**src/rtl/accum_arbiter.sv**
```systemverilog
`default_nettype none
// ============================================================================
// Module   : accum_arbiter
// Brief    : Round-robin owner of a shared saturating 16-bit accumulator;
//            streams one requester's burst into it and returns the tagged sum.
// Revision : 1.0 - initial release
// ============================================================================
module accum_arbiter #(
    parameter int NREQ  = 4,
    parameter int LEN_W = 10,
    parameter int ID_W  = 2
) (
    input  logic                  clk,
    input  logic                  rst,
    input  logic [NREQ-1:0]       req,
    input  logic [NREQ*LEN_W-1:0] req_len,
    input  logic [NREQ-1:0]       s_valid,
    input  logic [NREQ*8-1:0]     s_data,
    output logic [NREQ-1:0]       s_ready,
    output logic [NREQ-1:0]       grant,
    output logic                  acc_clr,
    output logic [7:0]            acc_in,
    input  logic [15:0]           acc_sum,
    output logic                  res_valid,
    input  logic                  res_ready,
    output logic [15:0]           res_data,
    output logic [ID_W-1:0]       res_id,
    output logic                  res_sat,
    output logic                  busy
);

    localparam logic [2:0] c_IDLE   = 3'd0;
    localparam logic [2:0] c_CLEAR  = 3'd1;
    localparam logic [2:0] c_STREAM = 3'd2;
    localparam logic [2:0] c_DRAIN  = 3'd3;
    localparam logic [2:0] c_RESULT = 3'd4;

    logic [2:0]       state_q, state_d;
    logic [NREQ-1:0]  grant_q, grant_d;
    logic [LEN_W-1:0] cnt_q, cnt_d;
    logic [ID_W-1:0]  id_q, id_d;
    logic [ID_W-1:0]  rr_ptr_q, rr_ptr_d;
    logic             res_valid_q, res_valid_d;
    logic [15:0]      res_data_q, res_data_d;
    logic [ID_W-1:0]  res_id_q, res_id_d;
    logic             res_sat_q, res_sat_d;

    logic             w_win_found;
    logic [ID_W-1:0]  w_win_idx;
    logic [ID_W:0]    w_cand;
    logic [NREQ-1:0]  w_win_onehot;
    logic [LEN_W-1:0] w_win_len;
    logic [7:0]       w_sel_data;
    logic             w_beat;

    // Search upward from rr_ptr with wrap; one extra bit keeps the sum from overflowing.
    always_comb begin
        w_win_found = 1'b0;
        w_win_idx   = '0;
        w_cand      = '0;
        for (int k = 0; k < NREQ; k++) begin
            w_cand = {1'b0, rr_ptr_q} + (ID_W+1)'(k);
            if (w_cand >= (ID_W+1)'(NREQ)) begin
                w_cand = w_cand - (ID_W+1)'(NREQ);
            end
            if (!w_win_found && req[w_cand[ID_W-1:0]]) begin
                w_win_found = 1'b1;
                w_win_idx   = w_cand[ID_W-1:0];
            end
        end
    end

    always_comb begin
        w_win_onehot = '0;
        w_win_len    = '0;
        w_sel_data   = '0;
        for (int i = 0; i < NREQ; i++) begin
            if (w_win_idx == ID_W'(i)) begin
                w_win_onehot[i] = 1'b1;
                w_win_len       = req_len[i*LEN_W +: LEN_W];
            end
            if (grant_q[i]) begin
                w_sel_data = s_data[i*8 +: 8];
            end
        end
    end

    assign w_beat = (state_q == c_STREAM) && (|(s_valid & grant_q));

    always_ff @(posedge clk) begin
        if (rst) begin
            state_q     <= c_IDLE;
            grant_q     <= '0;
            cnt_q       <= '0;
            id_q        <= '0;
            rr_ptr_q    <= '0;
            res_valid_q <= 1'b0;
            res_data_q  <= '0;
            res_id_q    <= '0;
            res_sat_q   <= 1'b0;
        end else begin
            state_q     <= state_d;
            grant_q     <= grant_d;
            cnt_q       <= cnt_d;
            id_q        <= id_d;
            rr_ptr_q    <= rr_ptr_d;
            res_valid_q <= res_valid_d;
            res_data_q  <= res_data_d;
            res_id_q    <= res_id_d;
            res_sat_q   <= res_sat_d;
        end
    end

    always_comb begin
        state_d     = state_q;
        grant_d     = grant_q;
        cnt_d       = cnt_q;
        id_d        = id_q;
        rr_ptr_d    = rr_ptr_q;
        res_valid_d = res_valid_q;
        res_data_d  = res_data_q;
        res_id_d    = res_id_q;
        res_sat_d   = res_sat_q;
        case (state_q)
            c_IDLE: begin
                if (w_win_found) begin
                    state_d = c_CLEAR;
                    grant_d = w_win_onehot;
                    cnt_d   = w_win_len;
                    id_d    = w_win_idx;
                end
            end
            c_CLEAR: begin
                state_d = (cnt_q != '0) ? c_STREAM : c_DRAIN;
            end
            c_STREAM: begin
                if (w_beat) begin
                    cnt_d = cnt_q - LEN_W'(1);
                    if (cnt_q == LEN_W'(1)) begin
                        state_d = c_DRAIN;
                    end
                end
            end
            // The final beat was added at the previous edge, so acc_sum is complete here.
            c_DRAIN: begin
                res_valid_d = 1'b1;
                res_data_d  = acc_sum;
                res_sat_d   = (acc_sum == 16'hFFFF);
                res_id_d    = id_q;
                state_d     = c_RESULT;
            end
            c_RESULT: begin
                if (res_ready) begin
                    res_valid_d = 1'b0;
                    grant_d     = '0;
                    rr_ptr_d    = (id_q == ID_W'(NREQ-1)) ? '0 : id_q + ID_W'(1);
                    state_d     = c_IDLE;
                end
            end
            default: state_d = c_IDLE;
        endcase
    end

    // The accumulator has no enable, so acc_in must be zero on every non-beat cycle.
    always_comb begin
        s_ready = '0;
        acc_in  = 8'h00;
        if (state_q == c_STREAM) begin
            s_ready = grant_q;
            if (w_beat) begin
                acc_in = w_sel_data;
            end
        end
        acc_clr = rst | (state_q == c_CLEAR);
        busy    = (state_q != c_IDLE);
    end

    assign grant     = grant_q;
    assign res_valid = res_valid_q;
    assign res_data  = res_data_q;
    assign res_id    = res_id_q;
    assign res_sat   = res_sat_q;

endmodule
`default_nettype wire

```
**config.mk**
```make
export PLATFORM = sky130hd
export DESIGN_NAME = accum_arbiter
export DESIGN_NICKNAME = d
export VERILOG_FILES = /design/src/rtl/accum_arbiter.sv
export SDC_FILE = /design/constraint.sdc
export NUM_CORES = 1
export LEC_CHECK = 0
export ABC_CLOCK_PERIOD_IN_PS = 2500
export BUFFER_PORTS_ARGS = -buffer_cell sky130_fd_sc_hd__buf_2
export CORE_MARGIN = 1.5
export CORE_UTILIZATION = 40
export CTS_CLUSTER_DIAMETER = 80
export DETAILED_ROUTE_END_ITERATION = 6
export GPL_TIMING_DRIVEN = 0
export PLACE_DENSITY = 0.83
export RECOVER_POWER = 25
export SLEW_MARGIN = 20
export SYNTH_ARGS = -nofsm -noshare
export SYNTH_HDL_FRONTEND = slang
export SYNTH_SLANG_ARGS = --single-unit
```
**constraint.sdc**
```tcl
create_clock -name clk -period 2.5 [get_ports clk]
set_input_delay 0.25 -clock clk [delete_from_list [all_inputs] [get_ports clk]]
set_output_delay 0.25 -clock clk [all_outputs]
set_load 0.02 [all_outputs]
```
# Word-level counts from Yosys, hierarchy flattened

Index checks and enable logic that the tools add are counted.

Add/subtract/negate cells: 9
Bitwise logic cells: 2
Multiplexer cells: 50
Equality and inequality tests: 14
Magnitude comparators: 8
Reduce and logical (&&, ||, !) cells: 21

Operators with widths:

| operator                                                             | number |
|---|---|
| 10-bit two-way mux                                                   | 6 |
| 8-bit two-way mux                                                    | 6 |
| 10-bit one-hot mux with 2 select lines                               | 1 |
| 2-bit two-way mux                                                    | 9 |
| 16-bit == test, second input constant                                | 1 |
| 3-bit one-hot mux with 5 select lines                                | 1 |
| 1-bit two-way mux                                                    | 14 |
| 2-bit by 3-bit < comparator with 1-bit output, second input constant | 4 |
| 3-bit two-way mux                                                    | 4 |
| 4-bit two-way mux                                                    | 3 |
| 10-bit by 1-bit == test with 1-bit output, second input constant     | 1 |
| 10-bit nonzero test                                                  | 1 |
| 10-bit by 1-bit subtractor with 10-bit output, second input constant | 1 |
| 3-bit >= comparator, second input constant                           | 3 |
| 1-bit binary-select mux with 2-bit select                            | 4 |
| 2-bit != test, second input constant                                 | 4 |
| 4-bit one-hot mux with 2 select lines                                | 1 |
| 2-bit by 1-bit subtractor with 2-bit output, second input constant   | 4 |
| 2-bit by 2-bit adder with 3-bit output, second input constant        | 2 |
| 2-bit == test, second input constant                                 | 3 |
| 3-bit by 2-bit == test with 1-bit output, second input constant      | 2 |
| 2-bit AND reduction                                                  | 3 |
| 3-bit AND reduction                                                  | 2 |
| 2-bit nonzero test                                                   | 3 |
| 16 further kinds                                                     | 21 |

Bits in registers: 41
Logic and storage cells: 113
Output and inout port bits: 38
Bits of input ports: 99

# Depth between registers and ports, before layout

Gate-level depths: netlist (run 1).

Depth in word-level cells: 21
Mapped depth: 8

# Least setup slack after synthesis (run 1)

No wires, ideal clock.

Path type: reg-to-reg
From: reg grant_q[3], in the netlist grant[3]
To: reg cnt_q[8]
Period minus slack after synthesis: 1754 ps
Setup time: 133 ps
Buffers on the path: 2
Stages on the path, launching flop included: 9
Setup slack: 746 ps
Data arrival time: 1621 ps
Cells stage by stage: dfxtp_1 -> clkbuf_1 -> a22oi_1 -> and2_1 -> a21oi_1 -> buf_2 -> nand2_1 -> o22ai_1 -> a21oi_1

Cells in the longest elaborated chain, start to end: 5

Ends and longest elaborated chain:

| what                          | RTL line | source |
|---|---|---|
| start, declared               | 39       | `logic [NREQ-1:0] grant_q, grant_d;` |
| start signal, assigned        | 103      | `grant_q <= grant_d;` |
| 4-bit bitwise AND             | 88       | `assign w_beat = (state_q == c_STREAM) && (\|(s_valid & grant_q));` |
| 4-bit OR reduction            | 88       |  |
| 1-bit logical AND             | 88       |  |
| 2-bit != test (no line)       | -        |  |
| 3-bit AND reduction (no line) | -        |  |
| end signal, assigned          | 104      | `cnt_q <= cnt_d;` |
| end, declared                 | 40       | `logic [LEN_W-1:0] cnt_q, cnt_d;` |

No other way between the ends.
A chain may end at the register's enable or synchronous reset.

# Worst setup path after layout (run 1)

From: reg state_q[1]
To: out acc_in[0]

Cells in the longest elaborated chain, start to end: 4

Ends and longest elaborated chain:

| what                                         | RTL line | source |
|---|---|---|
| start, declared                              | 38       | `logic [2:0] state_q, state_d;` |
| start signal, assigned                       | 92       | `state_q <= c_IDLE;` |
| start signal, assigned                       | 102      | `state_q <= state_d;` |
| 3-bit by 2-bit == test with 1-bit output (*) | 88, 168  |  |
| 1-bit logical AND                            | 88       |  |
| 8-bit two-way mux                            | 170      | `if (w_beat) begin` |
| 8-bit two-way mux (*)                        | 168      | `if (state_q == c_STREAM) begin` |
| end, declared                                | 22       | `output logic [7:0] acc_in,` |

Every way passes the cells marked *; elsewhere a longest branch is shown, timed or not.

==> out/summary.md, run 1 <==
Of the cells placed in the final design, the portion with a size suffix greater than 1 is 28.8%. Clock period minus worst slack: 2.32 ns. For the count of endpoints failing setup in the final report, the log shows 0.

The die covers 6870 sq um. The run gives 0.897 as the final weighted congestion of routability-driven global placement. The initial utilization of the core area, before any placement, comes to 42.4%. The I/O pin count was 137. Commonest non-fill, non-tap cell in the layout: buf_2.

After synthesis, the largest area contributor takes up 32.2% of total cell area. The post-route non-filler standard cell count is 557. The row count came out at 28. Summing over every cut layer, the via total after detailed routing is 3053. Setup slack closes at 0.183 ns. After synthesis, the mean cell area works out to 7.53 sq um. At the pin with the least slew margin, the transition time is 0.632 ns.

The worst supply voltage drop on vdd was 0.398 mV; the number of synthesized register bits was 41. For the maximum level of the CTS H-tree, the log shows 2. Based on the critical path, the design can be clocked at up to 432 MHz. The tools report the number of resized instances in the post-cts repair step as 0. The count of port buffers added during placement came out at 135. The part of the power in registers came out at 32.5%.

The detailed-routing iteration count for the pre-antenna-repair pass came out at 4. Before CTS, the worst setup slack after placement is 0.483 ns. The number of global-route vias before repair was 2754; the antenna cell count was 0.

Clock latency on the worst-skew pair, taken at its later pin, is 0.30 ns. The run finished with clean final reports. In this run, synthesis inferred 0 flip-flops with an integrated enable. Power spread over the standard cell area amounts to 831 nW/um^2.

For this block, the initial DRC count from the detailed router was 160. The tools report the net count reported at finish as 584. The tools report the buffer count from post-CTS setup fixing as 0. The final-report max-slew violation count is 0, and the leakage power is 1.46 nW.

The logs give 32.2% for the sequential fraction of the synthesis area and 48 for the count of distinct cell types in the synthesized netlist. The final clock skew is 0.00379 ns, and the post-synthesis to final-layout area growth is 33.0%. The tools report the placed cell count as 549. The clock buffer count from CTS was 5; the floorplan die width was 82.9 microns.

The post-detailed-placement half-perimeter wirelength was 6.33 mm. The worst min-delay path category was in -> reg. STA classifies the critical path startpoint as a register. Clock slew seen by the registers of the worst setup and hold paths: 0.08 ns. TritonCTS built the clock tree. The run gives 41 as the number of sinks handled by clock tree synthesis.

The share of the clock period used by the worst path after layout was 92.7%. The tools report the cell chosen for the clock root as clkbuf_8. Of all nets on the critical path, the largest fanout is 10.

The tools report the remaining number of nets flagged by the antenna check after routing as 0. After technology mapping, the gate count stands at 339. For the number of antenna violations at the first check in global routing, the log shows 0.

The share of total power dissipated in combinational logic is 51.0%. The first-pass GRT wire length is 12.8 mm. The worst hold slack came out at 0.195 ns.

The number of buffers inserted for hold repair after clock tree synthesis is 0. The logs give 2550 sq um for the cell area after synthesis and 1.55 mW for the internal power of the cells. Max-cap violation count: 0. The analysis attributes to net switching a power of 1.27 mW.

The run gives 2.82 mW as the sum of internal, switching and leakage power. STA puts the critical path data required time at 2.25 ns. In the layout the commonest cells are buf_2, nand2_1, a21oi_1. The switching share of power is 44.9%, and the number of warnings issued by yosys is 0.

Data arrives at the worst endpoint at 2.07 ns. The tools report the portion of total power attributed to the clock network as 16.5%. Entering global routing, the biggest net connects 14 pins.

The maximum root-to-sink buffer count was 2; the sum of routed wire length over all layers was 8.02 mm. Across every metal layer, demand over resource in global routing totals 22.6%. The post-detailed-route wirelength per cell is 14.4 microns.

STA classifies the critical path endpoint as a primary output. In this run the vertical extent of the chip is 82.9 microns. For the total DRC errors in the routed layout, the log shows 0. Setup repair after global routing left no endpoint under its margin. The final hold violation count is 0, and the fill cell total of the finished layout is 583. In the routed layout, each cell is associated on average with a via count of 5.48. Ranked by total cell area, the synthesized netlist is headed by dfxtp_1, a21oi_1, nand2_1. The total negative setup slack came out at 0 ns. After global routing the overflow that remains totals 0.

Synthesis produced a netlist with a net count of 442. Library cell occupying the most area in the post-synthesis netlist: dfxtp_1. The critical path is of the reg -> out type.

Headroom to the max-slew limit came out at 57.5%. The floorplan step defined a core boundary enclosing 6030 sq um. Flip-flop cell with the highest count after synthesis: dfxtp_1. In the synthesized netlist the async set-or-reset flop fraction comes to 0%.
[path summary, 6_finish.rpt]
path,start,slack [ns],depth (start not counted),endpoint
setup reg to reg,state_q[1]$_SDFFE_PP0P_,0.44,6,cnt_q[9]$_SDFFE_PP0P_
hold reg to reg,res_data[14]$_SDFFE_PP0P_,0.46,2,res_data[14]$_SDFFE_PP0P_
setup / recovery,state_q[1]$_SDFFE_PP0P_,0.18,5,acc_in[0]
hold / removal,acc_sum[14],0.19,3,res_data[14]$_SDFFE_PP0P_
[synthesized netlist by cell type, types with 6 or more instances]
| master | instances |
|---|---|
| a221oi_1 | 8 |
| dfxtp_1 | 41 |
| nor2_1 | 33 |
| nor2b_1 | 11 |
| nor3_1 | 14 |
| inv_1 | 9 |
| a21oi_1 | 45 |
| nand2_1 | 49 |
| clkbuf_1 | 19 |
| mux2i_1 | 6 |
| o22ai_1 | 9 |
| mux2_1 | 6 |
| o21ai_1 | 7 |
[layout make-up]
type | count | area [sq um] | share of cell area (%)
sequential | 41 | 821 | 24.2
buffer | 22 | 92.6 | 2.73
timing repair buffer | 135 | 652 | 19.2
clock inverter | 2 | 13.8 | 0.405
tap | 75 | 93.8 | 2.76
clock buffer | 6 | 82.6 | 2.43
multi-input combinational | 265 | 1600 | 47.1
inverter | 11 | 41.3 | 1.22
[worst max-delay path, stage by stage (launching register included)]
cell     delay (ns)
dfxtp_1        0.39
inv_2          0.09
nor3_2         0.48
nand2_1        0.40
nor2_1         0.21
buf_2          0.18
[metal layers]
metal  vias to the layer above  track usage, %  wire (microns)
met5                         -               0               0
met4                         0            9.55             169
met3                        13            4.47             666
met2                       161            38.2            3790
met1                      1374            27.9            3390
li1                       1505               -               -
[cell families after synthesis]
kind of cell | after synthesis | synth area share (%)
flip-flops | 41 | 32.2
adder cells (fa/ha/maj) | 4 | 1.96
AO/OA/AOI/OAI | 100 | 26.2
AND/OR/NAND/NOR | 142 | 26.6
XOR/XNOR | 4 | 1.37
buffers and inverters | 33 | 5.25
multiplexers | 15 | 6.47
[power groups by stage]
stage | Clock, mW | Combinational, mW | Sequential [mW]
after global routing | 0.508 | 1.56 | 0.933
after CTS | 0.468 | 1.42 | 0.911
after floorplan | 0 | 0.963 | 0.951
final | 0.465 | 1.44 | 0.917
after detailed placement | 0 | 1.41 | 0.925
after global placement | 0 | 1.36 | 0.918
[flip-flops by register name, indices dropped and copies added (netlist names), 2 cells and up]
register  cells
cnt_q        10
rr_ptr_q      2
grant         4
res_id        2
state_q       3
id_q          2
res_data     16
[per-stage QoR]
stage	util, %	cell area [sq um]
finish	56.3	3390
global route	56.3	3390
CTS	56.7	3420
detailed placement	55.1	3320
global placement	55.1	3320
floorplan	-	2550
Note: power is estimated with default switching activity, not from simulation.
==> inputs of run 2 (changes only) <==
--- a/config.mk
+++ b/config.mk
@@ -8,13 +8,14 @@
 export ABC_CLOCK_PERIOD_IN_PS = 2500
 export BUFFER_PORTS_ARGS = -buffer_cell sky130_fd_sc_hd__buf_2
 export CORE_MARGIN = 1.5
-export CORE_UTILIZATION = 40
+export CORE_UTILIZATION = 49
 export CTS_CLUSTER_DIAMETER = 80
 export DETAILED_ROUTE_END_ITERATION = 6
 export GPL_TIMING_DRIVEN = 0
-export PLACE_DENSITY = 0.83
+export PLACE_DENSITY = 0.86
 export RECOVER_POWER = 25
 export SLEW_MARGIN = 20
 export SYNTH_ARGS = -nofsm -noshare
 export SYNTH_HDL_FRONTEND = slang
 export SYNTH_SLANG_ARGS = --single-unit
+export TNS_END_PERCENT = 5
==> run 2 against run 1 <==
  * Sequential power about the same
  * Final cell count down 0.90%
  * Register-to-register slack worse by 0.05 ns
  * Utilization up 11 points
  * Die area down 18%
  * Worst setup slack better by 0.055 ns
  * Critical path depth up 2
  * Clock-buffer cell count unchanged
  * Via count about the same
  * Sequential cell count unchanged
  * Hold slack worse by 0.0046 ns
  * Critical path type unchanged
  * Largest cell class unchanged
  * Highest routed layer unchanged
==> out/summary.md, run 2 (same netlist as run 1, synthesis figures left out) <==
The transition time at the pin with the least slew margin was 0.723 ns; the signal arrival time at the worst endpoint was 2.01 ns. For the total negative setup slack, the log shows 0 ns. The startpoint of the most critical register-to-register path was state_q[0]$_SDFFE_PP0P_. Nature of the critical path startpoint: a register.

The maximum level of the CTS H-tree came out at 2. The row count is 26, and the pin count of the biggest net entering global routing is 14. The tools report the global-route total usage across every layer as 27.2%. Clock latency on the worst-skew pair: 0.30 ns. Measured in cells, the most critical reg-to-reg path has a length of 8. The logs give 5 for the clock buffer count from CTS and 0 for the final hold violation count.

The count of port buffers added during placement was 135. Summed over all layers, the global routing overflow is 0. The critical path is of the reg -> out type.

The first-pass GRT wire length is 11.7 mm, and the areal power density over the cells is 842 nW/um^2. The library cells used most frequently in the layout, excluding fill and tap cells, are buf_2, nand2_1, a21oi_1. Summing over every cut layer, the via total after detailed routing is 3050. At the end of the flow, the number of nets in the layout was 584. For flop-to-flop paths, the worst setup slack is 0.39 ns. For the sum of internal, switching and leakage power, the log shows 2.87 mW. The run gives 0 as the max-cap violation count. The share of the clock period used by the worst path after layout came out at 90.5%.

The final weighted congestion of routability-driven global placement was 0.869. The antenna cell count was 0. The clock period could shrink to 2.26 ns. Count of endpoints failing setup in the final report: 0. For this design the top-level I/O count stands at 137. The tools report the maximum root-to-sink buffer count as 2. Commonest non-fill, non-tap cell in the layout: buf_2. The worst min-delay path category is in -> reg. TritonCTS built the clock tree.

The flow ran to the end, and the final reports show no timing, DRC or antenna violations. The cell sitting at the root of the clock tree is a clkbuf_8. The floorplan die width is 75.2 microns. The flip-flop count of the largest register, all copies and words added was 16. Highest clock frequency the design can meet: 442 MHz. The number of antenna violations at the first check in global routing was 0; the total DRC errors in the routed layout was 0. Share of cells above drive strength 1: 28.6%. In this run the critical register-to-register path is captured at cnt_q[8]$_SDFFE_PP0P_. In this run the remaining antenna-violating nets after routing total 0. Across the VDD grid, the largest voltage drop is 0.559 mV. Once the floorplan was initialized, standard cells occupied 50.3% of the core. The area of the die is 5650 sq um, and the via density per instance is 5.53.

The final-report max-slew violation count was 0. The run gives 1.47 nW as the leakage power. Number of sinks handled by clock tree synthesis: 41. The HPWL after detailed placement is 6.05 mm. The endpoint of the most critical setup path was acc_in[6].

For this block, the routed nets add up to 7.79 mm of wire. The highest net fanout along the worst path is 10, and the post-detailed-route wirelength per cell is 14.1 microns. The area growth from synthesis to layout is 33.6%.

Number of global-route vias before repair: 2733. Clock-pin slew was measured on the worst setup and hold paths at 0.08 ns. For the final database, setup skew stands at 0.00606 ns. The launching element of the worst setup path was grant[2]$_SDFFE_PP0P_. The violation count after the first detailed-routing iteration came out at 152. The detailed-routing iteration count for the pre-antenna-repair pass was 4; the required arrival time at the worst endpoint was 2.25 ns. The run gives 5070 sq um as the total core area. The tools report the sort of element at the end of the critical path as a primary output.

The tightest hold path in the finished design has a slack of 0.190 ns. The fill cell total of the finished layout is 471. Setup repair after global routing left no endpoint under its margin.

The worst pin sits at a relative slew slack of 51.8%. The buffer count from post-CTS setup fixing was 0. From bottom edge to top edge, the die measures 75.2 microns.
run 2: repair_timing:
action                                  in CTS  in global routing
hold buffers                                 0                  0
resized for setup                            0                  1
endpoints found under the setup margin       0                  5
run 2: layout make-up:
class	instances	area, sq um	share of cell area [%]
multi-input combinational	265	1600	47.0
sequential	41	821	24.1
timing repair buffer	135	652	19.1
buffer	22	92.6	2.72
tap	70	87.6	2.57
clock buffer	6	72.6	2.13
inverter	11	41.3	1.21
clock inverter	2	38.8	1.14
run 2: worst max-delay path, cell delays in order, from the launching register on:
cell	delay, ns
dfxtp_1	0.34
clkbuf_1	0.31
clkbuf_1	0.43
a221oi_1	0.11
nor3_1	0.20
a21oi_1	0.06
nor2_1	0.10
buf_2	0.17
run 2: worst min path at each step:
| stage | startpoint | end | slack, ns | depth (start not counted) |
|---|---|---|---|---|
| 2_1_floorplan | acc_sum[0] | res_data[0]$_SDFFE_PP0P_ | 0.39 | 2 |
| 3_3_place_gp | res_data[1]$_SDFFE_PP0P_ | res_data[1]$_SDFFE_PP0P_ | 0.44 | 2 |
| 3_5_place_dp | res_data[10]$_SDFFE_PP0P_ | res_data[10]$_SDFFE_PP0P_ | 0.44 | 2 |
| 4_1_cts | acc_sum[3] | res_data[3]$_SDFFE_PP0P_ | 0.19 | 3 |
| 5_1_grt | acc_sum[7] | res_data[7]$_SDFFE_PP0P_ | 0.19 | 3 |
| 6_report | acc_sum[10] | res_data[10]$_SDFFE_PP0P_ | 0.19 | 3 |
run 2: power by group:
part | internal (mW) | switching (mW) | total [mW]
Clock | 0.300 | 0.240 | 0.539
Sequential | 0.793 | 0.120 | 0.914
Combinational | 0.540 | 0.876 | 1.42
Total | 1.63 | 1.24 | 2.87
run 2: metal layers:
| metal | up-vias | routed length [microns] | global-route usage (%) | share of wire, % |
|---|---|---|---|---|
| met1 | 1407 | 3180 | 33.4 | 41 |
| met5 | - | 0 | 0 | 0 |
| met2 | 115 | 3870 | 44.9 | 50 |
| li1 | 1514 | - | - | - |
| met4 | 0 | 149 | 11.1 | 1.9 |
| met3 | 14 | 592 | 7.63 | 7.6 |
run 2: through the flow:
| step | cells | setup WS [ns] | instance area (sq um) | utilization [%] |
|---|---|---|---|---|
| 2_1_floorplan | 339 | 0.746 | 2550 | - |
| 3_3_place_gp | 544 | 0.507 | 3320 | 65.3 |
| 3_5_place_dp | 544 | 0.433 | 3320 | 65.3 |
| 4_1_cts | 552 | 0.212 | 3430 | 67.5 |
| 5_1_grt | 552 | 0.0519 | 3410 | 67.2 |
| 6_report | 552 | 0.238 | 3410 | 67.2 |
